`config.mk`:
```
export PLATFORM = sky130hd
export DESIGN_NAME = ifft_radix2
export DESIGN_NICKNAME = d
export VERILOG_FILES = /design/src/rtl/ifft_radix2.sv
export SDC_FILE = /design/constraint.sdc
export NUM_CORES = 2
export LEC_CHECK = 0
export BUFFER_PORTS_ARGS = -buffer_cell sky130_fd_sc_hd__buf_2
export CORE_MARGIN = 1
export CORE_UTILIZATION = 52
export CTS_CLUSTER_SIZE = 24
export DETAILED_ROUTE_END_ITERATION = 7
export PLACE_DENSITY_LB_ADDON = 0.1
export REMOVE_ABC_BUFFERS = 1
export SLEW_MARGIN = 15
export SYNTH_ARGS = -nofsm -noshare
export SYNTH_HDL_FRONTEND = slang
export SYNTH_SLANG_ARGS = --single-unit
export TNS_END_PERCENT = 1
```
`constraint.sdc`:
```
create_clock -name clk -period 39.8 [get_ports clk]
set_input_delay 7.96 -clock clk [delete_from_list [all_inputs] [get_ports clk]]
set_output_delay 7.96 -clock clk [all_outputs]
set_load 0.005 [all_outputs]
```
`src/rtl/ifft_radix2.sv`:
```
// rtl/ifft_radix2.sv - frame-based in-place radix-2 inverse FFT, one butterfly per clock
//
// Ports:
//   clk, rst_n               clock, asynchronous active-low reset
//   start                    frame start pulse, honoured only when idle
//   din_real/imag/valid      frequency-domain bins in natural order
//   din_ready                high while bins are being loaded
//   dout_real/imag/valid     time-domain samples in natural order (zero when not valid)
//   dout_ready               downstream accept
//   dout_last                marks sample N-1
//   busy                     frame in progress
//   done                     one-cycle pulse after the last output handshake
module ifft_radix2 #(
    parameter int N          = 8,
    parameter int DATA_WIDTH = 16,
    parameter int TWID_WIDTH = 16
) (
    input  logic                  clk,
    input  logic                  rst_n,
    input  logic                  start,
    input  logic [DATA_WIDTH-1:0] din_real,
    input  logic [DATA_WIDTH-1:0] din_imag,
    input  logic                  din_valid,
    output logic                  din_ready,
    output logic [DATA_WIDTH-1:0] dout_real,
    output logic [DATA_WIDTH-1:0] dout_imag,
    output logic                  dout_valid,
    input  logic                  dout_ready,
    output logic                  dout_last,
    output logic                  busy,
    output logic                  done
);
    localparam int  LOGN = $clog2(N);
    localparam int  DW   = DATA_WIDTH;
    localparam int  TW   = TWID_WIDTH;
    localparam int  DW1  = DW + 1;
    localparam int  DW2  = DW + 2;
    localparam int  PW   = DW + TW + 1;
    localparam int  SW   = 3;
    localparam int  BW   = LOGN - 1;
    localparam real PI   = 3.14159265358979323846;

    localparam logic signed [DW2-1:0] SMAX = {3'b000, {(DW-1){1'b1}}};
    localparam logic signed [DW2-1:0] SMIN = {3'b111, {(DW-1){1'b0}}};

    typedef enum logic [1:0] {S_IDLE, S_LOAD, S_COMPUTE, S_OUTPUT} state_t;

    // Round to nearest Q1.(TW-1); +1.0 clamps to the largest positive code.
    function automatic logic signed [TW-1:0] to_fix(input real v);
        real s;
        s = v * (2.0 ** (TW - 1));
        if (s >= (2.0 ** (TW - 1)) - 0.5) return {1'b0, {(TW-1){1'b1}}};
        if (s >= 0.0) return TW'($rtoi(s + 0.5));
        return TW'($rtoi(s - 0.5));
    endfunction

    function automatic logic [LOGN-1:0] bitrev(input logic [LOGN-1:0] v);
        logic [LOGN-1:0] r;
        for (int i = 0; i < LOGN; i++) r[i] = v[LOGN-1-i];
        return r;
    endfunction

    function automatic logic signed [DW-1:0] sat(input logic signed [DW2-1:0] v);
        if (v > SMAX) return SMAX[DW-1:0];
        if (v < SMIN) return SMIN[DW-1:0];
        return v[DW-1:0];
    endfunction

    // Twiddle ROM: entry r = exp(+j*2*pi*r/N), the conjugate of the forward FFT twiddles.
    logic signed [TW-1:0] rom_re [N/2];
    logic signed [TW-1:0] rom_im [N/2];
    for (genvar r = 0; r < N/2; r++) begin : g_rom
        localparam real ANG = 2.0 * PI * r / N;
        localparam logic signed [TW-1:0] W_RE = to_fix($cos(ANG));
        localparam logic signed [TW-1:0] W_IM = to_fix($sin(ANG));
        assign rom_re[r] = W_RE;
        assign rom_im[r] = W_IM;
    end

    state_t               state_q, state_d;
    logic [LOGN-1:0]      in_cnt_q, in_cnt_d;
    logic [BW-1:0]        bf_q, bf_d;
    logic [SW-1:0]        stage_q, stage_d;
    logic [LOGN-1:0]      out_idx_q, out_idx_d;
    logic                 done_q, done_d;
    logic signed [DW-1:0] buf_re_q [N];
    logic signed [DW-1:0] buf_im_q [N];
    logic signed [DW-1:0] buf_re_d [N];
    logic signed [DW-1:0] buf_im_d [N];

    // Butterfly addressing: bf counts butterflies within a stage, group-major.
    // jmask keeps the low 'stage' bits (the j index); the rest selects the group.
    // At the top stage the shift wraps to zero, and zero minus one is the full mask.
    logic [BW-1:0]        jmask, j_idx, tw_idx;
    logic [LOGN-1:0]      a_addr, b_addr;
    logic signed [DW-1:0] ar, ai, br, bi;
    logic signed [TW-1:0] wr, wi;
    logic signed [PW-1:0] prod_r, prod_i;
    logic signed [DW1-1:0] t_r, t_i;
    logic signed [DW2-1:0] sa_r, sa_i, sd_r, sd_i;

    always_comb begin
        jmask  = (BW'(1) << stage_q) - BW'(1);
        j_idx  = bf_q & jmask;
        a_addr = {bf_q & ~jmask, 1'b0} | {1'b0, j_idx};
        b_addr = a_addr | (LOGN'(1) << stage_q);
        tw_idx = j_idx << (SW'(LOGN - 1) - stage_q);
        ar     = buf_re_q[a_addr];
        ai     = buf_im_q[a_addr];
        br     = buf_re_q[b_addr];
        bi     = buf_im_q[b_addr];
        wr     = rom_re[tw_idx];
        wi     = rom_im[tw_idx];
        prod_r = PW'(br) * PW'(wr) - PW'(bi) * PW'(wi);
        prod_i = PW'(br) * PW'(wi) + PW'(bi) * PW'(wr);
        if (j_idx == '0) begin
            // Unity twiddle: skip the multiplier so B passes through exactly.
            t_r = DW1'(br);
            t_i = DW1'(bi);
        end else begin
            t_r = DW1'(prod_r >>> (TW - 1));
            t_i = DW1'(prod_i >>> (TW - 1));
        end
        sa_r = DW2'(ar) + DW2'(t_r);
        sa_i = DW2'(ai) + DW2'(t_i);
        sd_r = DW2'(ar) - DW2'(t_r);
        sd_i = DW2'(ai) - DW2'(t_i);
    end

    always_comb begin
        state_d   = state_q;
        in_cnt_d  = in_cnt_q;
        bf_d      = bf_q;
        stage_d   = stage_q;
        out_idx_d = out_idx_q;
        done_d    = 1'b0;
        buf_re_d  = buf_re_q;
        buf_im_d  = buf_im_q;
        case (state_q)
            S_IDLE: begin
                if (start) begin
                    state_d  = S_LOAD;
                    in_cnt_d = '0;
                end
            end
            S_LOAD: begin
                if (din_valid) begin
                    buf_re_d[bitrev(in_cnt_q)] = din_real;
                    buf_im_d[bitrev(in_cnt_q)] = din_imag;
                    in_cnt_d = in_cnt_q + LOGN'(1);
                    if (in_cnt_q == LOGN'(N - 1)) begin
                        state_d = S_COMPUTE;
                        bf_d    = '0;
                        stage_d = '0;
                    end
                end
            end
            S_COMPUTE: begin
                buf_re_d[a_addr] = sat(sa_r >>> 1);
                buf_im_d[a_addr] = sat(sa_i >>> 1);
                buf_re_d[b_addr] = sat(sd_r >>> 1);
                buf_im_d[b_addr] = sat(sd_i >>> 1);
                if (bf_q == BW'(N / 2 - 1)) begin
                    bf_d = '0;
                    if (stage_q == SW'(LOGN - 1)) begin
                        state_d   = S_OUTPUT;
                        out_idx_d = '0;
                    end else begin
                        stage_d = stage_q + SW'(1);
                    end
                end else begin
                    bf_d = bf_q + BW'(1);
                end
            end
            S_OUTPUT: begin
                if (dout_ready) begin
                    if (out_idx_q == LOGN'(N - 1)) begin
                        state_d   = S_IDLE;
                        out_idx_d = '0;
                        done_d    = 1'b1;
                    end else begin
                        out_idx_d = out_idx_q + LOGN'(1);
                    end
                end
            end
            default: state_d = S_IDLE;
        endcase
    end

    always_ff @(posedge clk or negedge rst_n) begin
        if (!rst_n) begin
            state_q   <= S_IDLE;
            in_cnt_q  <= '0;
            bf_q      <= '0;
            stage_q   <= '0;
            out_idx_q <= '0;
            done_q    <= 1'b0;
        end else begin
            state_q   <= state_d;
            in_cnt_q  <= in_cnt_d;
            bf_q      <= bf_d;
            stage_q   <= stage_d;
            out_idx_q <= out_idx_d;
            done_q    <= done_d;
        end
    end

    // Sample buffer carries no reset; every frame overwrites all N entries on load.
    always_ff @(posedge clk) begin
        buf_re_q <= buf_re_d;
        buf_im_q <= buf_im_d;
    end

    assign din_ready  = (state_q == S_LOAD);
    assign dout_valid = (state_q == S_OUTPUT);
    assign dout_last  = (state_q == S_OUTPUT) && (out_idx_q == LOGN'(N - 1));
    assign dout_real  = dout_valid ? buf_re_q[out_idx_q] : '0;
    assign dout_imag  = dout_valid ? buf_im_q[out_idx_q] : '0;
    assign busy       = (state_q != S_IDLE);
    assign done       = done_q;
endmodule

```
**Word-level counts from Yosys, hierarchy flattened**

Cells that the tools add are included.

- Output and inout port bits: 37
- RAM bits: 0
- Logic and storage cells: 210
- Latch bits: 0
- Memory bits (read-only): 0
- Memories kept: 0
- Bits in registers: 270

- Add/subtract/negate cells: 12
- Bitwise gates (word level): 10
- $mul: 4
- Reductions and logical operators: 16
- Muxes and demuxes: 112
- $lt $le $gt $ge: 16
- Divide/modulo/power cells: 0
- Equal/unequal tests: 15
- Shift operators: 3

Operators by type and width:

| kind | number |
|---|---|
| bitwise mux 128 bit | 6 |
| two-way mux 16 bit | 41 |
| one-hot mux 128 bit (2 select lines) | 2 |
| binary-select mux 16 bit (select 3 bit) | 6 |
| two-way mux 128 bit | 2 |
| demux 16 bit (select 3 bit) | 3 |
| multiplier 16 x 16 -> 32 bit | 4 |
| greater-than comparator 17 x 16 -> 1 bit (second input constant) | 4 |
| < comparator 17 x 16 -> 1 bit (second input constant) | 4 |
| binary-select mux 16 bit (select 2 bit) | 2 |
| adder 16 x 17 -> 18 bit | 2 |
| subtractor 16 x 17 -> 18 bit | 2 |
| two-way mux 17 bit | 2 |
| adder 32 bit | 1 |
| subtractor 32 bit | 1 |
| two-way mux 3 bit | 10 |
| two-way mux 1 bit | 23 |
| two-way mux 2 bit | 10 |
| one-hot mux 3 bit (2 select lines) | 3 |
| greater-or-equal comparator 4 bit (second input constant) | 4 |
| inverter 3 -> 4 bit | 4 |
| < comparator 4 x 1 -> 1 bit (second input constant) | 3 |
| inequality test 2 bit (second input constant) | 5 |
| adder 3 x 1 -> 3 bit (second input constant) | 3 |
| 27 further kinds | 41 |

**Depth between registers and ports, before layout**

- Depth after elaboration: 25
- Gate-level depth with buffers: 57

**Least setup slack after synthesis**

OpenSTA, ideal clock, no wires.

- Path type: reg-to-reg
- From: register stage_q[1]
- To: register buf_re_q[114] (netlist bit) (data pin)
- Clock period less this slack: 13016 ps
- Setup slack: 26784 ps
- Arrival: 12756 ps
- Cell stages (with the launch flop): 48
- Path buffers: 6
- Cell sequence: dfrtp_1 > buf_2 > inv_1 > ha_1 > nand2_1 > or2_2 > clkbuf_1 > clkinv_1 > clkbuf_1 > clkbuf_1 > ha_1 > clkbuf_1 > clkinv_1 > nor4_1 > inv_1 > xnor2_1 > ha_1 > o21bai_1 > [... 12 more ...] > a22o_1 > a21o_1 > o21ai_0 > nand2b_1 > a21oi_1 > xnor2_1 > mux2_2 > ha_1 > clkbuf_1 > o21ai_0 > a2111oi_0 > o31a_1 > nor4_1 > a311oi_1 > nand4_1 > a21oi_1 > nor2_1 > a221o_1

RTL lines:

| element | RTL line | source |
|---|---|---|
| from (decl) | 83 | `logic [SW-1:0] stage_q, stage_d;` |
| from (signal assigned) | 202 | `stage_q <= stage_d;` |
| to (signal assigned) | 210 | `buf_re_q <= buf_re_d;` |
| to (decl) | 86 | `logic signed [DW-1:0] buf_re_q [N];` |

==> results.md <==
* Status: complete, no violations
* Post-CTS setup buffers at 0
* Skew final at 0.0212 ns
* Hold Vio Cnt, Final at 0
* Netlist Area Pre-Place at 56000 sq um
* CP Class: reg2reg
* Fraction of synthesis flops using an asynchronous set or reset pin at 0.0519
* Clock sinks at 270
* Via count at 45600
* Yosys warns at 0
* Antenna Nets Post-Route at 0
* Starting Density at 0.524
* Placer Congestion at 0.987
* DR pass1 iterations at 6
* Fillers at 9723
* MaxCap Viol Count at 0
* Clock Path Buffers at 3
* Post-route DRC violation count at 0
* Layout cell share with drive strength beyond 1 at 0.0804
* Tot GR Track Use at 0.397
* DP HPWL at 165000 um
* Die ar. at 109000 sq um
* Unrepaired setup endpoints after global routing: no
* Share of the synthesized area in the top cell type at 0.339
* Initial DRC count at 5583
* Final Cycle Share at 0.421
* TritonCTS Buffers at 29
* Multi-input logic area at 42600 sq um
* Register Area at 8050 sq um
* Setup crit start kind: flip-flop
* Critical Path End Type: flip-flop
* Top cells by area, synth: fa_1, edfxtp_1, ha_1
* Vias in the first global route at 46600
* Port bufs at 73
* Dominant synthesized flop cell: edfxtp_1
* Io pins at 74
* Die Y at 330 um
* Slowest library cell on the worst path: o41ai_1
* Pin count of the biggest net entering global routing at 60
* Synth area leader: fa_1
* Final setup fails at 0
* Fmax at 59.7 MHz
* Area Growth Syn to Fin at 5.92%
* Cts hold-fix bufs at 0
* Worst-Skew Late Latency at 0.60 ns
* CP Data Required Time at 40.11 ns
* Root Driver: clkbuf_16
* Vias/cell at 6.22
* Syn Inst Count at 5953
* Netlist cell types at 102
* Slowest cell delay on critical path at 0.94 ns
* Final nets at 7340
* CTS clock-pin slew for the worst setup and hold paths at 0.07 ns
* Slew Limit Fails at 0
* Gr ovfl total at 0
* PostCTS Resize Cnt at 0
* H-tree depth at 1
* Synth Area per Inst at 9.41 sq um
* Worst path arrival time at 17.06 ns
* CTS tree: yes
* Crit path max fanout at 35
* First-pass GRT wire length at 313000 um
* Max-Slew Margin vs Limit at 0.0863
* Slew @ Worst Pin at 1.37 ns
* Seq/Total Area, Yosys at 0.143
* Antenna violations before repair at 6
* Core Footprint at 107000 sq um
* CP most frequent cell: fa_1
* Total Wirelength at 212000 um
* Kind of path behind the tightest hold check: reg2reg
* Die Wd at 330 um
* Final worst path period need at 16.74 ns
* Synth Register Bits at 270
* EDFF count, synth at 256
* Post-detailed-route wirelength per cell at 28.9 um
* FP Rows at 120
* Setup TNS at 0 ns
-- cells in the final DEF (no fill, tap or decap), types with 31 or more instances in the layout --
cell type and count:
a21o_1 80, a21oi_1 141, a221o_1 39, a22o_1 34
a22oi_1 38, and2_1 34, buf_2 73, buf_4 135
edfxtp_1 256, fa_1 950, ha_1 435, inv_1 1211
mux2i_1 51, mux4_2 66, nand2_1 627, nand2b_1 88
nand3_1 140, nor2_1 326, nor2b_1 79, nor3_1 33
o211ai_1 31, o21ai_0 152, o221ai_1 162, o22ai_1 64
xnor2_1 137, xor2_1 50
-- per-stage QoR --
step | hold slack [ns] | setup slack [ns] | std cells | util | cell area (sq um)
2_1_floorplan | 0.511 | 25.87 | 5674 | - | 54900
3_3_place_gp | 0.545 | 23.67 | 7285 | 0.546 | 58400
3_5_place_dp | 0.545 | 23.69 | 7285 | 0.546 | 58400
4_1_cts | 0.560 | 23.66 | 7337 | 0.555 | 59300
5_1_grt | 0.598 | 22.61 | 7338 | 0.555 | 59300
6_report | 0.554 | 23.06 | 7341 | 0.555 | 59300
-- registers in the layout, summed over array words and instances, names as in the netlist --
signal / cells
stage_q: 3
buf_im_q: 128
done: 1
in_cnt_q: 3
buf_re_q: 128
state_q: 2
out_idx_q: 3
bf_q: 2
-- worst max-delay path, delay by kind of cell, from the launching register on --
family | cells | cell delay (ns)
buffers and inverters | 10 | 1.93
AO/OA/AOI/OAI | 17 | 4.77
adder cells (fa/ha/maj) | 10 | 4.86
AND/OR/NAND/NOR | 8 | 3.33
XOR/XNOR | 2 | 0.66
flip-flops | 1 | 0.56
multiplexers | 1 | 0.28
-- layer usage --
| metal | track usage | wire length [um] | vias to the layer above |
|---|---|---|---|
| li1 | - | - | 19400 |
| met3 | 0.0936 | 23500 | 647 |
| met4 | 0.174 | 12100 | 4 |
| met2 | 0.614 | 94000 | 2753 |
| met5 | 0 | 23 | - |
| met1 | 0.534 | 82800 | 22800 |
-- Yosys cell counts (all sizes together) (50+ instances only) --
library cell,number
inv,1212
fa,950
nand2,629
ha,440
nor2,342
edfxtp,256
clkbuf,194
o21ai,186
a21oi,164
o221ai,162
nand3,146
xnor2,137
nand2b,88
buf,85
a21o,80
nor2b,80
mux4,66
o22ai,65
mux2i,53
xor2,50
-- cell families after synthesis --
kind of cell / count (synthesis) / synth area share
adders and majority gates: 1398 / 0.439
buffers and inverters: 1495 / 0.101
DFF: 270 / 0.143
AOI/OAI and AO/OA: 1003 / 0.130
muxes: 133 / 0.0388
xor gates and xnor gates: 188 / 0.0296
and+or+nand+nor: 1466 / 0.118
-- worst paths after layout --
check / slack, ns / cells past startpoint / to / from
max: 23.06 / 48 / buf_im_q[62]$_DFFE_PP_ / stage_q[2]$_DFFE_PN0P_
min in group asynchronous: 7.36 / 1 / state_q[1]$_DFFE_PN0P_ / rst_n
min reg2reg: 0.55 / 1 / in_cnt_q[1]$_DFFE_PN0P_ / in_cnt_q[1]$_DFFE_PN0P_
max in group asynchronous: 32.02 / 1 / out_idx_q[0]$_DFFE_PN0P_ / rst_n
max reg2reg: 23.06 / 48 / buf_im_q[62]$_DFFE_PP_ / stage_q[2]$_DFFE_PN0P_
min: 0.55 / 1 / in_cnt_q[1]$_DFFE_PN0P_ / in_cnt_q[1]$_DFFE_PN0P_
-- layout make-up --
type / instances / area share
clock buffer: 34 / 0.0125
multi-input combinational: 4188 / 0.719
inverter: 1216 / 0.0769
antenna: 4 / 0.000169
sequential: 270 / 0.136
clock inverter: 18 / 0.00318
tap: 1403 / 0.0296
timing repair buffer: 208 / 0.0232
Power is not shown: default switching activity piles up to over one toggle a cycle in this logic, so the estimate is an artifact.
